### src/rtl/mips_inst_intake.sv
// Instruction intake for a multicycle MIPS core: buffers external words in a
// FIFO and hands exactly one to the core on each visit to its FETCH state.
module mips_inst_intake #(
    parameter int unsigned DEPTH       = 4,
    parameter logic [3:0]  FETCH_STATE = 4'd0,
    parameter logic [31:0] RESET_PC    = 32'h0000_0000
) (
    input  logic                     clk,
    input  logic                     rst,
    input  logic                     in_valid,
    input  logic [31:0]              in_inst,
    output logic                     in_ready,
    input  logic                     flush,
    input  logic [3:0]               core_state,
    output logic [31:0]              inst_out,
    output logic                     inst_valid,
    output logic [31:0]              inst_pc,
    output logic [31:0]              fetch_pc,
    output logic                     stall,
    output logic [$clog2(DEPTH):0]   level
);

    localparam int unsigned AW = $clog2(DEPTH);
    localparam logic [AW:0] FULL_LVL = (AW+1)'(DEPTH);
    localparam logic [AW:0] PTR_ONE  = (AW+1)'(1);

    typedef enum logic {
        IDLE,
        SERVED
    } state_e;

    if (DEPTH < 2 || (DEPTH & (DEPTH - 1)) != 0) begin : g_depth_chk
        $error("mips_inst_intake: DEPTH must be a power of two >= 2");
    end

    logic [31:0] mem_q [DEPTH];

    logic [AW:0] wr_ptr_q, wr_ptr_d;
    logic [AW:0] rd_ptr_q, rd_ptr_d;
    state_e      state_q, state_d;
    logic [31:0] fetch_pc_q, fetch_pc_d;
    logic [31:0] inst_out_q, inst_out_d;
    logic [31:0] inst_pc_q, inst_pc_d;
    logic        inst_valid_q, inst_valid_d;

    logic        full;
    logic        empty;
    logic        in_fetch;
    logic        push;
    logic        pop;
    logic [31:0] head;

    // Pointers carry one extra bit so full and empty differ at equal index.
    assign level    = wr_ptr_q - rd_ptr_q;
    assign full     = (level == FULL_LVL);
    assign empty    = (level == '0);
    assign in_ready = !full;
    assign in_fetch = (core_state == FETCH_STATE);

    assign push = in_valid && !full && !flush;
    assign pop  = in_fetch && (state_q == IDLE) && !empty && !flush;
    assign head = mem_q[rd_ptr_q[AW-1:0]];

    assign stall = in_fetch && (state_q == IDLE) && empty;

    always_comb begin
        wr_ptr_d     = wr_ptr_q;
        rd_ptr_d     = rd_ptr_q;
        state_d      = state_q;
        fetch_pc_d   = fetch_pc_q;
        inst_out_d   = inst_out_q;
        inst_pc_d    = inst_pc_q;
        inst_valid_d = 1'b0;

        if (flush) begin
            wr_ptr_d   = '0;
            rd_ptr_d   = '0;
            fetch_pc_d = RESET_PC;
            state_d    = IDLE;
        end else begin
            if (push) begin
                wr_ptr_d = wr_ptr_q + PTR_ONE;
            end
            if (pop) begin
                rd_ptr_d     = rd_ptr_q + PTR_ONE;
                inst_out_d   = head;
                inst_pc_d    = fetch_pc_q;
                fetch_pc_d   = fetch_pc_q + 32'd4;
                inst_valid_d = 1'b1;
            end
            // One delivery per FETCH visit: re-arm only once the core leaves.
            unique case (state_q)
                IDLE: begin
                    if (pop) begin
                        state_d = SERVED;
                    end
                end
                SERVED: begin
                    if (!in_fetch) begin
                        state_d = IDLE;
                    end
                end
                default: state_d = IDLE;
            endcase
        end
    end

    always_ff @(posedge clk or negedge rst) begin
        if (!rst) begin
            wr_ptr_q     <= '0;
            rd_ptr_q     <= '0;
            state_q      <= IDLE;
            fetch_pc_q   <= RESET_PC;
            inst_out_q   <= '0;
            inst_pc_q    <= RESET_PC;
            inst_valid_q <= 1'b0;
        end else begin
            wr_ptr_q     <= wr_ptr_d;
            rd_ptr_q     <= rd_ptr_d;
            state_q      <= state_d;
            fetch_pc_q   <= fetch_pc_d;
            inst_out_q   <= inst_out_d;
            inst_pc_q    <= inst_pc_d;
            inst_valid_q <= inst_valid_d;
        end
    end

    // Storage needs no reset; occupancy is tracked by the pointers alone.
    always_ff @(posedge clk) begin
        if (push) begin
            mem_q[wr_ptr_q[AW-1:0]] <= in_inst;
        end
    end

    assign inst_out   = inst_out_q;
    assign inst_pc    = inst_pc_q;
    assign inst_valid = inst_valid_q;
    assign fetch_pc   = fetch_pc_q;

endmodule

### config.mk
export PLATFORM = sky130hd
export DESIGN_NAME = mips_inst_intake
export DESIGN_NICKNAME = d
export VERILOG_FILES = /design/src/rtl/mips_inst_intake.sv
export SDC_FILE = /design/constraint.sdc
export NUM_CORES = 1
export LEC_CHECK = 0
export CORE_MARGIN = 3
export CORE_UTILIZATION = 30
export DETAILED_ROUTE_END_ITERATION = 6
export PLACE_DENSITY = 0.56
export RECOVER_POWER = 50
export SYNTH_ARGS = -nofsm -noshare
export SYNTH_HDL_FRONTEND = slang
export SYNTH_SLANG_ARGS = --single-unit
### constraint.sdc
create_clock -name clk -period 3.6 [get_ports clk]
set_clock_uncertainty 0.05 [all_clocks]
set_input_delay 0.36 -clock clk [delete_from_list [all_inputs] [get_ports clk]]
set_output_delay 0.36 -clock clk [all_outputs]
set_load 0.005 [all_outputs]
==> results of run 1 <==
[sequential cells by signal, indices dropped and copies added, names as in the netlist]
signal	cells
wr_ptr_q	3
inst_out	32
inst_valid	1
rd_ptr_q	3
mem_q	128
inst_pc	30
state_q	1
fetch_pc	30
[critical path, stage by stage (launching register included)]
cell and delay [ps]:
dfrtp_1 380, inv_1 110, ha_1 220, fa_1 500, and2_0 350, nand2_1 130
nor3_1 200, clkdlybuf4s50_1 590
[metrics by stage]
stage | instance area (um^2) | cells | utilization, % | setup slack [ps]
2_1_floorplan | 9020 | 523 | - | 516.7
3_3_place_gp | 10880 | 1032 | 37.29 | 533.9
3_5_place_dp | 10880 | 1032 | 37.29 | 484.0
4_1_cts | 11710 | 1079 | 40.13 | 150.8
5_1_grt | 11700 | 1081 | 40.11 | 2.055
6_report | 11700 | 1082 | 40.12 | 190.3
[cells by family (layout without fill, tap and decap cells)]
| logic type | count (synthesis) | count (layout) |
|---|---|---|
| other cells | 1 | 7 |
| flops | 228 | 228 |
| simple gates | 109 | 109 |
| fa+ha+maj | 8 | 8 |
| buf+inv | 33 | 205 |
| compound gates | 18 | 18 |
| xor+xnor | 27 | 27 |
| mux | 96 | 96 |
[layout by cell type, fill, tap and decap left out, types with 4 or more instances in the layout]
cell type,n
nand2_1,17
buf_4,6
o21ai_0,4
conb_1,4
xnor2_1,6
dlygate4sd3_1,81
mux4_2,32
or3_1,4
clkbuf_1,9
xor2_1,20
nor2_1,35
ha_1,7
dfrtp_1,98
and2_2,4
clkdlybuf4s50_1,56
clkbuf_16,25
mux2_1,59
edfxtp_1,128
buf_12,5
nand4_1,14
a21oi_1,9
nor4_1,4
inv_1,8
nand3_1,17
[power by group]
part,internal [uW],switching (uW)
clock,1510,1020
sequential,2910,68.8
combinational,280,209
[path summary, 6_finish.rpt]
kind | start | to | slack, ps
max | wr_ptr_q[0]$_DFFE_PN0P_ | stall | 190
min | in_valid | wr_ptr_q[1]$_DFFE_PN0P_ | 420
max reg2reg | wr_ptr_q[0]$_DFFE_PN0P_ | fetch_pc[27]$_DFFE_PN0P_ | 580
min reg2reg | inst_pc[13]$_DFFE_PN0P_ | inst_pc[13]$_DFFE_PN0P_ | 430
max in group asynchronous | rst | inst_pc[5]$_DFFE_PN0P_ | 930
min in group asynchronous | rst | inst_pc[8]$_DFFE_PN0P_ | 720
[per-layer routing]
metal  routed length (um)  vias to the layer above  global-route usage, %
li1                     -                     2278                      -
met1                 8160                     2606                  15.78
met2                 9482                      163                  20.90
met3                 1608                       34                  3.812
met4                  428                        6                  2.964
met5                   38                        -                      0
[area by class of cell]
cell class              count  area [um^2]  area share (%)
well taps                 384        480.5           4.106
clock buffers              32        651.9           5.570
multi-input cells         262         2487           21.26
inverters                   8        30.03          0.2566
clock inverters            14        167.7           1.433
repair buffers            151         1529           13.07
diodes                      3        7.507         0.06415
flip-flops and latches    228         6349           54.25
[timing repair]
action	4_1_cts	5_1_grt
hold buffers	1	0
setup buffers	0	0
endpoints found under the hold margin	60	0
==> impl_metrics.json, run 1 <==
{
  "via_count": 5087,
  "slew_violations": 63,
  "hp-class": "in2reg",
  "port_buffers": 137,
  "synth.top_cell.area_share_pct": 42.67,
  "dieArea_mm2": 0.03214,
  "worst_skew_pair.late_latency_ps": 520,
  "synth_most_common_cell": "edfxtp_1",
  "yosysWarnings": 0,
  "drt-vias-per-instance": 4.701,
  "wl_mm": 19.72,
  "routedWlPerCell_um": 18.22,
  "synthMuxAreaShare_pct": 15.97,
  "yosys.area.top_type": "edfxtp_1",
  "syn_to_final_growth_pct": 29.90,
  "row_count": 62,
  "critical_path.max_fanout": 5,
  "max-slew-margin-rel_pct": -5.234,
  "synth_commonest_cells": "128 x edfxtp_1, 100 x dfrtp_1, 59 x mux2_1, 35 x nor2_1, 32 x mux4_2",
  "timing.setup.tns_ps": 0,
  "gp_congestion": 0.7361,
  "synth-simple-area-share_pct": 6.056,
  "synth_cell_types": 38,
  "cp-start-kind": "register",
  "grt_max_degree": 63,
  "cts_buffer_depth": 3,
  "grt-ovfl-total": 0,
  "drc_errors": 0,
  "rsz0062_at_grt": "no",
  "drive_above_1_share_pct": 13.53,
  "cp-end-kind": "output port",
  "syn_inst": 520,
  "fin_crit_ps": 3410,
  "fin_total_pwr_uw": 5994,
  "drt_pass1_iterations": 4,
  "clkTransAtPathRegs_ps": 60,
  "fmax_mhz": 293.3,
  "grt_use_total_pct": 12.43,
  "synth.area.top_cells": "edfxtp_1 43%, dfrtp_1 28%, mux4_2 8.0%",
  "drtIter0Drc": 200,
  "syn_area_mm2": 0.009009,
  "htree_levels": 1,
  "fin_crit_sh_pct": 94.71,
  "fillCellCount": 2701,
  "synth_fa_ha_area_share_pct": 1.194,
  "async_reset_ff_share_pct": 43.86,
  "hold_path_depth": 3,
  "numCtsBuffers": 25,
  "tritoncts": "yes",
  "cp.required_ps": 3190,
  "outcome": "finished, violations left",
  "rr_worst_depth": 8,
  "dieHeight_um": 179.3,
  "synthXorXnorAreaFrac_pct": 2.778,
  "grt_pass1_wl_mm": 30.97,
  "cts.sinks": 228,
  "worst-endpoint-arrival_ps": 3000,
  "cts_resized": 0,
  "root_buffer": "clkbuf_16",
  "synth-compound-area-share_pct": 1.361,
  "synth-edff-count": 128,
  "core_mm2": 0.02917,
  "critPathKind": "reg2out",
  "avgSynthCellArea_um2": 17.32,
  "fin_nets": 724,
  "p_per_area_mw_per_mm2": 512.2,
  "dp_hpwl_mm": 12.60,
  "violations": "capacitance limit, slew limit",
  "chipWidth_um": 179.3,
  "num_io_pins": 142,
  "leakagePower_uw": 0.004520,
  "seq_area_frac_synth_pct": 70.44,
  "ant_nets": 0,
  "ir_drop_uv": 318.7,
  "timing_hold_violations_final": 0,
  "setup_viol": 0,
  "grt_pass1_vias": 5530,
  "synth_top_family_by_area": "multiplexers",
  "cap_viol_max_count": 1,
  "initial_core_util_pct": 30.89,
  "worst_hold_slack_ps": 416.1,
  "antenna_found_initial": 6,
  "yosys_register_bits": 228,
  "ys.flop_type": "edfxtp_1",
  "worst_pin_slew_ps": 1579
}
No activity file was read; power rests on OpenSTA's default activity.
==> run 2, diff against run 1 <==
CORE_ASPECT_RATIO = 1.75   (was default)
==> impl_metrics.json, run 2 (synthesis results as in run 1) <==
{
  "final_cell_mix": "128 x edfxtp_1, 98 x dfrtp_1, 82 x dlygate4sd3_1",
  "largest_reg_flops": 128,
  "mostFrequentLayoutCell": "edfxtp_1",
  "crit_start": "wr_ptr_q[0]$_DFFE_PN0P_",
  "critical_path.max_fanout": 5,
  "ir_drop_uv": 322.8,
  "critPathKind": "reg2out",
  "antenna_found_initial": 1,
  "fin_crit_ps": 3325,
  "cts.sinks": 228,
  "drt_pass1_iterations": 5,
  "chipWidth_um": 137.0,
  "ant_nets": 0,
  "syn_to_final_growth_pct": 28.25,
  "fmax_mhz": 300.8,
  "hp-class": "reg2reg",
  "tritoncts": "yes",
  "cap_viol_max_count": 1,
  "grt_pass1_vias": 5454,
  "worst-endpoint-arrival_ps": 2910,
  "min-delay-start": "inst_pc[19]$_DFFE_PN0P_",
  "dp_slack_ps": 373.5,
  "grt-ovfl-total": 0,
  "leakagePower_uw": 0.004461,
  "root_buffer": "clkbuf_16",
  "p_per_area_mw_per_mm2": 488.2,
  "cts_buffer_depth": 3,
  "dp_hpwl_mm": 13.60,
  "dieArea_mm2": 0.03223,
  "timing.setup.tns_ps": 0,
  "initial_core_util_pct": 30.54,
  "routedWlPerCell_um": 18.70,
  "dpl.cell_count": 1030,
  "outcome": "finished, violations left",
  "grt_use_total_pct": 12.53,
  "num_antenna_cells": 0,
  "gp_congestion": 0.7806,
  "timing_hold_violations_final": 0,
  "fillCellCount": 2784,
  "fin_nets": 722,
  "drt-vias-per-instance": 4.667,
  "fin_cells": 1073,
  "max-slew-margin-rel_pct": -21.09,
  "fin_ws_ps": 275.4,
  "cts_setup_buffers": 0,
  "via_count": 5008,
  "setup_viol": 0,
  "dieHeight_um": 235.2,
  "violations": "capacitance limit, slew limit",
  "row_count": 83,
  "final_core_util_pct": 39.17,
  "rsz0062_at_grt": "no",
  "fin_crit_sh_pct": 92.35,
  "drc_errors": 0,
  "cp-start-kind": "register",
  "clkTransAtPathRegs_ps": 60,
  "grt_max_degree": 75,
  "worst_pin_slew_ps": 1816,
  "multi_input_area_mm2": 0.002487,
  "final-seq-area_mm2": 0.006349,
  "grt_pass1_wl_mm": 31.24,
  "core_mm2": 0.02949,
  "wl_mm": 20.07,
  "port_buffers": 137,
  "cp.required_ps": 3190,
  "num_io_pins": 142,
  "htree_levels": 1,
  "r2r-start": "wr_ptr_q[0]$_DFFE_PN0P_",
  "slew_violations": 28,
  "drtIter0Drc": 145,
  "numCtsBuffers": 23,
  "cp-end-kind": "output port",
  "drive_above_1_share_pct": 13.31,
  "worst_skew_pair.late_latency_ps": 510
}
## run 2: repair_timing
item | in CTS | in global routing
setup endpoints to repair | 0 | 1
hold buffers | 1 | 0
resized for setup | 0 | 1
endpoints found under the hold margin | 26 | 0
## run 2: worst max-delay path, cell delays in order, from the launching register on
cell	delay [ps]
dfrtp_1	370
inv_1	110
ha_1	230
fa_1	510
and2_1	280
nand2_1	110
nor3_1	230
clkdlybuf4s50_1	550
## run 2: where the power goes
| part | total, uW | switching (uW) | internal, uW | leakage (uW) |
|---|---|---|---|---|
| logic | 487 | 210 | 277 | 0.00161 |
| clock network | 2180 | 979 | 1200 | 0.000329 |
| registers | 2970 | 63.6 | 2910 | 0.00253 |
## run 2: through the flow
step	power, uW	hold WS, ps	instance area (um^2)
final	5640	430.0	11550
after floorplan	3188	14.41	9020
after global placement	3551	280.3	10870
after detailed placement	3567	285.6	10870
after global routing	5897	444.5	11550
after CTS	5780	273.0	11570
## run 2: worst paths after layout
kind / endpoint / slack (ps) / depth (start not counted)
worst max-delay path: stall / 280 / 7
worst min register to register: inst_pc[19]$_DFFE_PN0P_ / 430 / 1
worst min-delay path: inst_pc[19]$_DFFE_PN0P_ / 430 / 1
max in group asynchronous: rd_ptr_q[1]$_DFFE_PN0P_ / 560 / 3
min in group asynchronous: inst_pc[4]$_DFFE_PN0P_ / 820 / 2
worst max register to register: fetch_pc[17]$_DFFE_PN0P_ / 410 / 8
## run 2: routing by layer
layer	routed length [um]	vias to the layer above	global-route usage (%)
li1	-	2265	-
met1	7332	2575	13.81
met2	11400	132	23.80
met3	852	36	1.989
met4	482	0	4.207
met5	0	-	0
## run 2: layout make-up
class,instances,area share (%)
Clock buffer,27,5.198
Clock inverter,15,0.7472
Timing Repair Buffer,151,13.18
Sequential cell,228,54.95
Inverter,8,0.2599
Multi-Input combinational cell,262,21.53
Tap cell,382,4.137
==> run 3, diff against run 2 <==
CTS_CLUSTER_DIAMETER = 40   (was default)
==> impl_metrics.json, run 3 (synthesis results as in run 1) <==
{
  "outcome": "finished, violations left",
  "violations": "capacitance limit, slew limit",
  "chipWidth_um": 137.0,
  "fin_crit_ps": 3328,
  "routedWlPerCell_um": 18.79,
  "p_switching_uw": 1352,
  "fillCellCount": 2756,
  "drt_pass1_iterations": 4,
  "r2r-start": "wr_ptr_q[0]$_DFFE_PN0P_",
  "hp-class": "reg2reg",
  "rr_worst_depth": 8,
  "fin_cells": 1079,
  "worst_pin_slew_ps": 1808,
  "critPathKind": "reg2out",
  "worst_skew_pair.late_latency_ps": 530,
  "cp-end-kind": "output port",
  "cp_slowest_cell": "clkdlybuf4s50_1",
  "fmax_mhz": 300.5,
  "p_comb_share_pct": 7.7,
  "r2r_end": "fetch_pc[17]$_DFFE_PN0P_",
  "core_mm2": 0.02949,
  "hold_end": "inst_pc[12]$_DFFE_PN0P_",
  "numCtsBuffers": 26,
  "grt_pass1_vias": 5518,
  "num_io_pins": 142,
  "antenna_found_initial": 1,
  "reg2reg_slack_ps": 420,
  "worst-endpoint-arrival_ps": 2920,
  "grt-ovfl-total": 0,
  "cp_cell_sequence": "inv_1 -> ha_1 -> fa_1 -> and2_1 -> nand2_1 -> nor3_1 -> clkdlybuf4s50_1",
  "final_core_util_pct": 40.05,
  "cts.sinks": 228,
  "dieArea_mm2": 0.03223,
  "fin_crit_sh_pct": 92.45,
  "slew_violations": 28,
  "leakagePower_uw": 0.004594,
  "port_buffers": 137,
  "drive_above_1_share_pct": 14.35,
  "syn_to_final_growth_pct": 31.13,
  "p_per_area_mw_per_mm2": 534.4,
  "dieHeight_um": 235.2,
  "hold_path_depth": 1,
  "clkTransAtPathRegs_ps": 60,
  "cap_viol_max_count": 1,
  "critPathBufInv": 2,
  "grt_max_degree": 75,
  "pwr-share-clk_pct": 45.2,
  "gp_congestion": 0.7806,
  "dp_hpwl_mm": 13.60,
  "dpl.cell_count": 1030,
  "fin_nets": 725,
  "cp.required_ps": 3190,
  "crit_path_max_incr_delay_ps": 550,
  "drc_errors": 0,
  "critical_path.max_fanout": 5,
  "largest_reg_flops": 128,
  "rsz0062_at_grt": "no",
  "drtIter0Drc": 179,
  "drt-vias-per-instance": 4.698,
  "timing_hold_violations_final": 0,
  "mostFrequentLayoutCell": "edfxtp_1",
  "num_antenna_cells": 0,
  "initial_core_util_pct": 30.54,
  "via_count": 5069,
  "cts_buffer_depth": 3,
  "tritoncts": "yes",
  "htree_levels": 1,
  "swShare_pct": 21.42,
  "final_cell_mix": "128 x edfxtp_1, 98 x dfrtp_1, 82 x dlygate4sd3_1",
  "row_count": 83,
  "ant_nets": 0,
  "p_seq_share_pct": 47.1,
  "crit_family": "adder cells",
  "setup_viol": 0,
  "max-slew-margin-rel_pct": -20.54,
  "grt_use_total_pct": 12.62,
  "root_buffer": "clkbuf_16",
  "ir_drop_uv": 336.1,
  "internal-power_uw": 4960,
  "min-delay-start": "inst_pc[12]$_DFFE_PN0P_",
  "cp-start-kind": "register",
  "grt_pass1_wl_mm": 31.46,
  "timing.setup.tns_ps": 0,
  "wl_mm": 20.27
}
run 3: power by group through the flow:
stage	Sequential, uW	Combinational, uW	Clock, uW
2_1_floorplan	3020	165	0
3_3_place_gp	3030	525	0
3_5_place_dp	3030	534	0
4_1_cts	2980	539	2930
5_1_grt	2990	539	3050
6_report	2970	488	2850
run 3: through the flow:
step           area [um^2]  setup slack [ps]  hold slack (ps)  total power (uW)
2_1_floorplan         9020             516.7            14.41              3188
3_3_place_gp         10870             550.9            280.3              3551
3_5_place_dp         10870             373.5            285.6              3567
4_1_cts              11830             126.9            259.4              6454
5_1_grt              11810             74.82            443.7              6573
6_report             11810             272.0            428.9              6312
run 3: worst reg2reg max path, delay by kind of cell, from the launching register on:
family,cells,cell delay [ps]
AOI/OAI and AO/OA,2,760
adders and majority gates,2,640
buffers and inverters,1,150
and+or+nand+nor,3,1120
DFF,1,400
run 3: worst max-delay path by stage:
stage / start / end / slack, ps / cells past startpoint
after global routing: wr_ptr_q[0]$_DFFE_PN0P_ / stall / 70 / 7
after detailed placement: wr_ptr_q[0]$_DFFE_PN0P_ / fetch_pc[17]$_DFFE_PN0P_ / 370 / 8
final: wr_ptr_q[0]$_DFFE_PN0P_ / stall / 270 / 7
after CTS: wr_ptr_q[0]$_DFFE_PN0P_ / stall / 130 / 7
after floorplan: wr_ptr_q[0]$_DFFE_PN0P_ / mem_q[0][0]$_DFFE_PP_ / 520 / 9
after global placement: core_state[1] / fetch_pc[27]$_DFFE_PN0P_ / 550 / 6
run 3: layout make-up:
type                    instances  area, um^2  area share, %
clock buffers                  32       704.4          5.963
repair buffers                151        1523          12.89
multi-input cells             262        2487          21.06
clock inverters                16       241.5          2.044
well taps                     382       478.0          4.046
flip-flops and latches        228        6349          53.74
inverters                       8       30.03         0.2542
run 3: timing repair:
action / CTS / global route
hold buffers: 1 / 0
buffers inserted: 0 / 0
endpoints found under the hold margin: 26 / 0
gates resized for setup: 0 / 1
endpoints found under the setup margin: 0 / 1
run 3: metal layers:
| layer | part of all wire, % | global-route usage (%) |
|---|---|---|
| met1 | 36 | 13.43 |
| met2 | 57 | 24.29 |
| met3 | 4.8 | 2.246 |
| met4 | 2.6 | 4.237 |
| met5 | 0 | 0 |
